===== config.mk =====
export PLATFORM = sky130hd
export DESIGN_NAME = pattern_scanner_flat
export DESIGN_NICKNAME = d
export VERILOG_FILES = /design/src/rtl/pattern_scanner_if.sv /design/src/rtl/pattern_scanner.sv /design/src/flat_wrapper.sv
export SDC_FILE = /design/constraint.sdc
export NUM_CORES = 1
export LEC_CHECK = 0
export BUFFER_PORTS_ARGS = -buffer_cell sky130_fd_sc_hd__buf_2
export CAP_MARGIN = 20
export CORE_ASPECT_RATIO = 1.2
export CORE_MARGIN = 2
export CORE_UTILIZATION = 50
export DETAILED_ROUTE_END_ITERATION = 16
export GPL_TIMING_DRIVEN = 1
export PLACE_DENSITY = 0.82
export SYNTH_ARGS = -nofsm -noshare
export SYNTH_HDL_FRONTEND = slang
export SYNTH_SLANG_ARGS = --single-unit

===== constraint.sdc =====
create_clock -name clock -period 3.52 [get_ports clock]
set_input_delay 0.704 -clock clock [delete_from_list [all_inputs] [get_ports clock]]
set_output_delay 0.704 -clock clock [all_outputs]
set_load 0.005 [all_outputs]

===== src/rtl/pattern_scanner_if.sv =====
// Bundle between the search FSM, the pattern scanner and its synchronous pattern RAM.
// The slave modport is the scanner; the master modport is the FSM/RAM side.
interface pattern_scanner_if #(
    parameter int ADDR_W = 9,
    parameter int DATA_W = 8
);
    logic              inc_flag;
    logic [DATA_W-1:0] pattern;
    logic [DATA_W-1:0] mask;
    logic [DATA_W-1:0] mem_rdata;
    logic [ADDR_W-1:0] mem_addr;
    logic              mem_ren;
    logic [ADDR_W-1:0] match_address;
    logic              found;
    logic              done_flag;

    modport slave (
        input  inc_flag,
        input  pattern,
        input  mask,
        input  mem_rdata,
        output mem_addr,
        output mem_ren,
        output match_address,
        output found,
        output done_flag
    );

    modport master (
        output inc_flag,
        output pattern,
        output mask,
        output mem_rdata,
        input  mem_addr,
        input  mem_ren,
        input  match_address,
        input  found,
        input  done_flag
    );
endinterface


===== src/rtl/pattern_scanner.sv =====
// Walks pattern RAM from address 0 while inc_flag is high and reports the first word
// matching the masked pattern; one word every two cycles (fetch, then compare).
module pattern_scanner #(
    parameter int ADDR_W    = 9,
    parameter int DATA_W    = 8,
    parameter int LAST_ADDR = 511
) (
    input  logic                 clock,
    input  logic                 reset,
    pattern_scanner_if.slave     bus
);

    typedef enum logic [1:0] {
        IDLE  = 2'd0,
        FETCH = 2'd1,
        CMP   = 2'd2,
        DONE  = 2'd3
    } state_t;

    localparam logic [ADDR_W-1:0] LAST_ADDR_W = ADDR_W'(LAST_ADDR);
    localparam logic [ADDR_W-1:0] ADDR_ONE    = ADDR_W'(1);

    state_t            state_reg, state_next;
    logic [ADDR_W-1:0] mem_addr_reg, mem_addr_next;
    logic              mem_ren_reg, mem_ren_next;
    logic [ADDR_W-1:0] match_address_reg, match_address_next;
    logic              found_reg, found_next;
    logic              done_flag_reg, done_flag_next;

    // A bit agrees when it is masked out or when data and pattern bits are equal.
    logic [DATA_W-1:0] bit_ok;
    logic              hit;

    generate
        for (genvar gi = 0; gi < DATA_W; gi++) begin : g_bit_cmp
            assign bit_ok[gi] = ~bus.mask[gi] | (bus.mem_rdata[gi] == bus.pattern[gi]);
        end
    endgenerate

    assign hit = &bit_ok;

    always_ff @(posedge clock or posedge reset) begin
        if (reset) begin
            state_reg         <= IDLE;
            mem_addr_reg      <= '0;
            mem_ren_reg       <= 1'b0;
            match_address_reg <= '0;
            found_reg         <= 1'b0;
            done_flag_reg     <= 1'b0;
        end else begin
            state_reg         <= state_next;
            mem_addr_reg      <= mem_addr_next;
            mem_ren_reg       <= mem_ren_next;
            match_address_reg <= match_address_next;
            found_reg         <= found_next;
            done_flag_reg     <= done_flag_next;
        end
    end

    always_comb begin
        state_next         = state_reg;
        mem_addr_next      = mem_addr_reg;
        mem_ren_next       = mem_ren_reg;
        match_address_next = match_address_reg;
        found_next         = found_reg;
        done_flag_next     = done_flag_reg;

        case (state_reg)
            IDLE: begin
                done_flag_next = 1'b0;
                mem_ren_next   = 1'b0;
                if (bus.inc_flag) begin
                    state_next         = FETCH;
                    mem_addr_next      = '0;
                    mem_ren_next       = 1'b1;
                    found_next         = 1'b0;
                    match_address_next = '0;
                end
            end
            FETCH: begin
                // Read enable is a single-cycle pulse whether or not the search continues.
                mem_ren_next = 1'b0;
                state_next   = bus.inc_flag ? CMP : IDLE;
            end
            CMP: begin
                // Abort wins over both hit and exhaustion.
                if (!bus.inc_flag) begin
                    state_next   = IDLE;
                    mem_ren_next = 1'b0;
                end else if (hit) begin
                    state_next         = DONE;
                    done_flag_next     = 1'b1;
                    found_next         = 1'b1;
                    match_address_next = mem_addr_reg;
                end else if (mem_addr_reg == LAST_ADDR_W) begin
                    state_next         = DONE;
                    done_flag_next     = 1'b1;
                    found_next         = 1'b0;
                    match_address_next = '0;
                end else begin
                    state_next    = FETCH;
                    mem_addr_next = mem_addr_reg + ADDR_ONE;
                    mem_ren_next  = 1'b1;
                end
            end
            DONE: begin
                if (!bus.inc_flag) begin
                    state_next     = IDLE;
                    done_flag_next = 1'b0;
                end
            end
            default: begin
                state_next     = IDLE;
                mem_ren_next   = 1'b0;
                done_flag_next = 1'b0;
            end
        endcase
    end

    assign bus.mem_addr      = mem_addr_reg;
    assign bus.mem_ren       = mem_ren_reg;
    assign bus.match_address = match_address_reg;
    assign bus.found         = found_reg;
    assign bus.done_flag     = done_flag_reg;

endmodule


===== src/flat_wrapper.sv =====
// flat-port wrapper written by rule: the top's interface ports become plain ports
module pattern_scanner_flat 
#(
    parameter int ADDR_W    = 9,
    parameter int DATA_W    = 8,
    parameter int LAST_ADDR = 511
)
  (clock, reset, bus_inc_flag, bus_pattern, bus_mask, bus_mem_rdata, bus_mem_addr, bus_mem_ren, bus_match_address, bus_found, bus_done_flag);
  pattern_scanner_if #(.ADDR_W(ADDR_W), .DATA_W(DATA_W)) bus_i ();
  input  logic clock;
  input  logic reset;
  input wire logic [$bits(bus_i.inc_flag)-1:0] bus_inc_flag;
  input wire logic [$bits(bus_i.pattern)-1:0] bus_pattern;
  input wire logic [$bits(bus_i.mask)-1:0] bus_mask;
  input wire logic [$bits(bus_i.mem_rdata)-1:0] bus_mem_rdata;
  output wire logic [$bits(bus_i.mem_addr)-1:0] bus_mem_addr;
  output wire logic [$bits(bus_i.mem_ren)-1:0] bus_mem_ren;
  output wire logic [$bits(bus_i.match_address)-1:0] bus_match_address;
  output wire logic [$bits(bus_i.found)-1:0] bus_found;
  output wire logic [$bits(bus_i.done_flag)-1:0] bus_done_flag;
  assign bus_i.inc_flag = bus_inc_flag;
  assign bus_i.pattern = bus_pattern;
  assign bus_i.mask = bus_mask;
  assign bus_i.mem_rdata = bus_mem_rdata;
  assign bus_mem_addr = bus_i.mem_addr;
  assign bus_mem_ren = bus_i.mem_ren;
  assign bus_match_address = bus_i.match_address;
  assign bus_found = bus_i.found;
  assign bus_done_flag = bus_i.done_flag;
  pattern_scanner #(.ADDR_W(ADDR_W), .DATA_W(DATA_W), .LAST_ADDR(LAST_ADDR)) u_core (.clock(clock), .reset(reset), .bus(bus_i));
endmodule

-- Word-level counts from Yosys, hierarchy flattened
Index checks and enable logic that the tools add are counted.
- flip-flop bits (word level): 23
- input port bits: 27
- output and inout bits: 21
- word-level logic and storage cells: 84
- add/sub/neg operators: 1
- equal/unequal tests: 20
- mux-type cells: 31
- bitwise operators: 16
- reductions and logical operators: 10
- operators by type and width (kind ; count):
    9-bit 2-to-1 mux ; 7
    9-bit one-hot mux with 2 select lines ; 2
    1-bit 2-to-1 mux ; 12
    2-bit 2-to-1 mux ; 6
    2-bit != test (second input constant) ; 5
    9-bit by 1-bit adder with 9-bit output (second input constant) ; 1
    9-bit == test (second input constant) ; 1
    1-bit == test ; 8
    1-bit NOT ; 8
    1-bit bitwise OR ; 8
    2-bit one-hot mux with 4 select lines ; 1
    4-bit AND reduction ; 2
    8-bit AND reduction ; 1
    3-bit != test (second input constant) ; 2
    1-bit one-hot mux with 3 select lines ; 2
    3-bit nonzero test ; 2
    5-bit AND reduction ; 1
    2-bit == test (second input constant) ; 2
    3-bit by 1-bit != test with 1-bit output (second input constant) ; 1
    3-bit AND reduction ; 1
    2-bit by 1-bit == test with 1-bit output (second input constant) ; 1
    2-bit zero test ; 1
    1-bit one-hot mux with 2 select lines ; 1
    2-bit AND reduction ; 1
    2-bit nonzero test ; 1

-- Logic depth before layout (Yosys ltp)
- word-level depth: 6
- gate-level depth with buffers: 10
- depth with buffers taken out: 8

-- Worst setup path before layout
Ideal clock, no wire load.
- kind: flip-flop to flip-flop
- from: register u_core.mem_addr_reg[2] (netlist: u_core.bus.mem_addr[2])
- to: register u_core.mem_addr_reg[7] (netlist: u_core.bus.mem_addr[7])
- setup time: 0.070 ns
- data arrival time: 2.027 ns
- data required time: 3.450 ns
- slack: 1.423 ns
- stages on the path, launching flop included: 10
- period minus slack after synthesis: 2.097 ns
- path through: dfrtp_1 buf_2 and3_1 and2_1 nand2_1 nor2_1 ha_1 or4_1 or3_1 nand3_1
- cells in the longest elaborated chain, start to end: 5
- elaborated cells on any way between the ends: 8
- classes of those cells: add/sub (1); eq/ne (2); mux (4); reduce/logical (1)
- ends and longest elaborated chain (element ; RTL line ; text):
    from (decl) ; pattern_scanner.sv:24 ; logic [ADDR_W-1:0] mem_addr_reg, mem_addr_next;
    from (signal assigned) ; pattern_scanner.sv:52 ; mem_addr_reg <= mem_addr_next;
    9-bit by 1-bit adder with 9-bit output ; pattern_scanner.sv:102 ; mem_addr_next = mem_addr_reg + ADDR_ONE;
    9-bit 2-to-1 mux ; pattern_scanner.sv:95 ; end else if (mem_addr_reg == LAST_ADDR_W) begin
    9-bit 2-to-1 mux ; pattern_scanner.sv:90 ; end else if (hit) begin
    9-bit 2-to-1 mux ; pattern_scanner.sv:87 ; if (!bus.inc_flag) begin
    9-bit one-hot mux with 2 select lines ; pattern_scanner.sv:68 ; case (state_reg)
Several ways; a longest one is shown, not always the timed one. The select of a mux whose other input is x is not followed.
A chain may end at the register's enable or synchronous reset.

-- Final worst setup path
- from: register u_core.mem_addr_reg[2] (netlist: u_core.bus.mem_addr[2])
- to: register u_core.match_address_reg[4] (netlist: u_core.bus.match_address[4])
- cells in the longest elaborated chain, start to end: 3
- ends and longest elaborated chain (element ; RTL line ; text):
    9-bit == test ; pattern_scanner.sv:95 ;
    3-bit by 1-bit != test with 1-bit output (no source line) ; - ;
    4-bit AND reduction (no source line) ; - ;
    to (signal assigned) ; pattern_scanner.sv:54 ; match_address_reg <= match_address_next;
    to (decl) ; pattern_scanner.sv:26 ; logic [ADDR_W-1:0] match_address_reg, match_address_next;
No other way between the ends.

==> impl_results.md <==
* GRT Util Overall at between 20 and 25%
* Slew Viols, Final at 0
* Critical path cell sequence: and3_1, and2_1, nand2_1, nor2_1, ha_1, a41oi_2, a21o_1, a22o_1
* Synth area leader: dfrtp_1
* Part of the cycle the worst path needs at approximately 73%
* P&R area growth vs syn at 22.3%
* Leak Pwr at 0.822 nW
* Post-CTS sizing at 0
* Mean Syn Cell Area at 10.1 µm²
* Number of max-cap violations at 0
* Met2 Usage GRT at between 30% and 40%
* Core outline area at between 2000 and 2500 µm²
* Setup TNS at 0 ns
* Number of synthesized flops with an enable pin at 0
* First-pass GRT wire length at around 5000 µm
* Crit Path Max Fanout at 18
* Num CTS Buffers at 3
* Tightest Pin Transition at ~0.83 ns
* FP Rows at 19
* # H-tree levels at 1
* Initial antenna violation count at 0
* Pwr Total at around 0.47 mW
* Power Density at 315 nW/µm²
* Setup Fix Bufs, Post-CTS at 0
* Layout cell share with drive strength beyond 1 at a little over a third
* Top-count cell post-synth: dfrtp_1
* Global route total overflow at 0
* Kind of critical path: flip-flop to flip-flop
* Vias at between 1,000 and 1,500
* Synth top area share at 46.7%
* Asr flop ratio synth at 100%
* Skew-Pair Late Insertion Delay at 0.32 ns
* WP buf/inv at 0
* CP Launch Type: flip-flop
* Met1 Usage GRT at about a quarter
* F_max at 387 MHz
* Worst stage delay on the critical path at 0.63 ns
* Global routing's busiest layer: met2
* Utilization after layout at approximately 65%
* NumNets Final at 197
* Die Area at between 2000 and 3000 µm²
* Vias in the first global route at roughly 1,200
* Clock buffer depth at 2
* Die height at 58.4 µm
* Hpwl dp at roughly 2200 µm
* Syn Inst Count at between 100 and 150
* Setup-failing EPs final at 0
* DR pass1 iterations at 4
* Largest cells by area after synthesis: dfrtp_1, a22o_1, xor2_1, nand2_1, nand3_1
* WL/cell at 14.5 µm
* Die width at a little under 50 µm
* Placed cell count at 194
* Residual DRC count at 0
* Mapped cell area at approximately 1200 µm²
* Root Buffer: clkbuf_4
* Final GP Congestion at between 0.7 and 0.8
* CTS clock-pin slew for the worst setup and hold paths at 0.13 ns
* Met3 Use GR at under 10%
* Yosys reg bits at 23
* Critical Path RT at 3.79 ns
* Top_reg_cell synth: dfrtp_1
* Final std cells w/o fill at 198
* CTS Hold Buffers Added at 0
* RSZ-0062 raised after global routing: false
* Largest net degree at the start of global routing at 24
* DR iter-0 viols at 32
* Starting Density at between 50% and 60%
* Boundary Pins at 48
* CTS sink count at 23
* Final ANT Viol Nets at 0
* HP Class: flip-flop to flip-flop
* Top post-synthesis cells by count: dfrtp_1, nand2_1, a22o_1
* Inserted Diodes at 0
* WL final at around 2900 µm
* Endpoint type of the worst setup path: flip-flop
* Worst slew margin at 44.4%
* VDD IR max at approximately 0.00031 V
* Worst Skew at between 0.0015 and 0.002 ns
* IO Port Bufs at 47
* Sequential fraction of the synthesis area at 46.7%
* Hold_ws at 0.489 ns
* Cell family with most CP delay: compound AO/OA/AOI/OAI gates
* Yosys warnings at 0
* Yosys cell types at 36
* Syn_nets at 151
* Min Tclk post-route at about 2.6 ns
* CTS tree: yes
* Critical-path top delay cell: a41oi_2
* Vias per inst at a little under 6
* CP arrival at between 2 and 3 ns
* Status: finished, final reports clean
* Final Hold Viols at 0
[cell type report]
cell class                      count  area [µm²]
Inverter                            4        15.0
Tap cell                           31        38.8
Multi-Input combinational cell     89         613
Fill cell                         206         801
Timing Repair Buffer               47         235
Clock inverter                      1        5.00
Clock buffer                        3        22.5
Sequential cell                    23         576
[placed cells by master (no fill, tap or decap), types with 3 or more instances in the layout]
master	Yosys	routed
o21ai_0	3	3
buf_2	4	47
xor2_1	8	8
and3_1	4	4
nor2_1	4	4
clkbuf_4	0	3
a22oi_1	4	4
nand3_1	6	6
inv_1	4	4
dfrtp_1	23	23
a22o_1	11	11
nand2_1	17	17
[report_power, final]
part	total [mW]	switching (mW)	internal (mW)
registers	0.280	0.0101	0.270
logic	0.0670	0.0379	0.0290
clock network	0.128	0.0849	0.0426
total	0.474	0.133	0.341
[worst paths after layout]
check	start	end	slack, ns	cells past startpoint
min in group asynchronous	reset	u_core.bus.mem_addr[5]$_DFFE_PP0P_	0.52	2
max in group asynchronous	reset	u_core.bus.mem_addr[1]$_DFFE_PP0P_	2.49	2
setup reg to reg	u_core.bus.mem_addr[2]$_DFFE_PP0P_	u_core.bus.match_address[4]$_DFFE_PP0P_	0.94	8
hold / removal	u_core.bus.found$_DFFE_PP0P_	u_core.bus.found$_DFFE_PP0P_	0.49	1
hold reg to reg	u_core.bus.found$_DFFE_PP0P_	u_core.bus.found$_DFFE_PP0P_	0.49	1
setup / recovery	u_core.bus.mem_addr[2]$_DFFE_PP0P_	u_core.bus.match_address[4]$_DFFE_PP0P_	0.94	8
[per-stage QoR]
stage               cell area, µm²  setup slack [ns]
floorplan                     1230              1.42
global placement              1480              1.06
detailed placement            1480             0.979
CTS                           1510             0.953
global route                  1510             0.744
finish                        1510             0.937
[routing by layer]
layer | vias up | wire length, µm
li1 | 542 | -
met1 | 560 | 1200
met2 | 40 | 1460
met3 | 8 | 126
met4 | 0 | 74
met5 | - | 0
[cells by family (layout without fill, tap and decap cells)]
logic type               count (synthesis)  count (layout)  synth area share (%)
buffers and inverters                   10              55                  3.46
flip-flops                              23              23                  46.7
AND/OR/NAND/NOR                         45              45                  19.3
AO/OA/AOI/OAI                           34              34                  22.8
adder cells (fa/ha/maj)                  2               2                  2.03
XOR/XNOR                                 8               8                  5.69
Note: power is estimated with default switching activity, not from simulation.
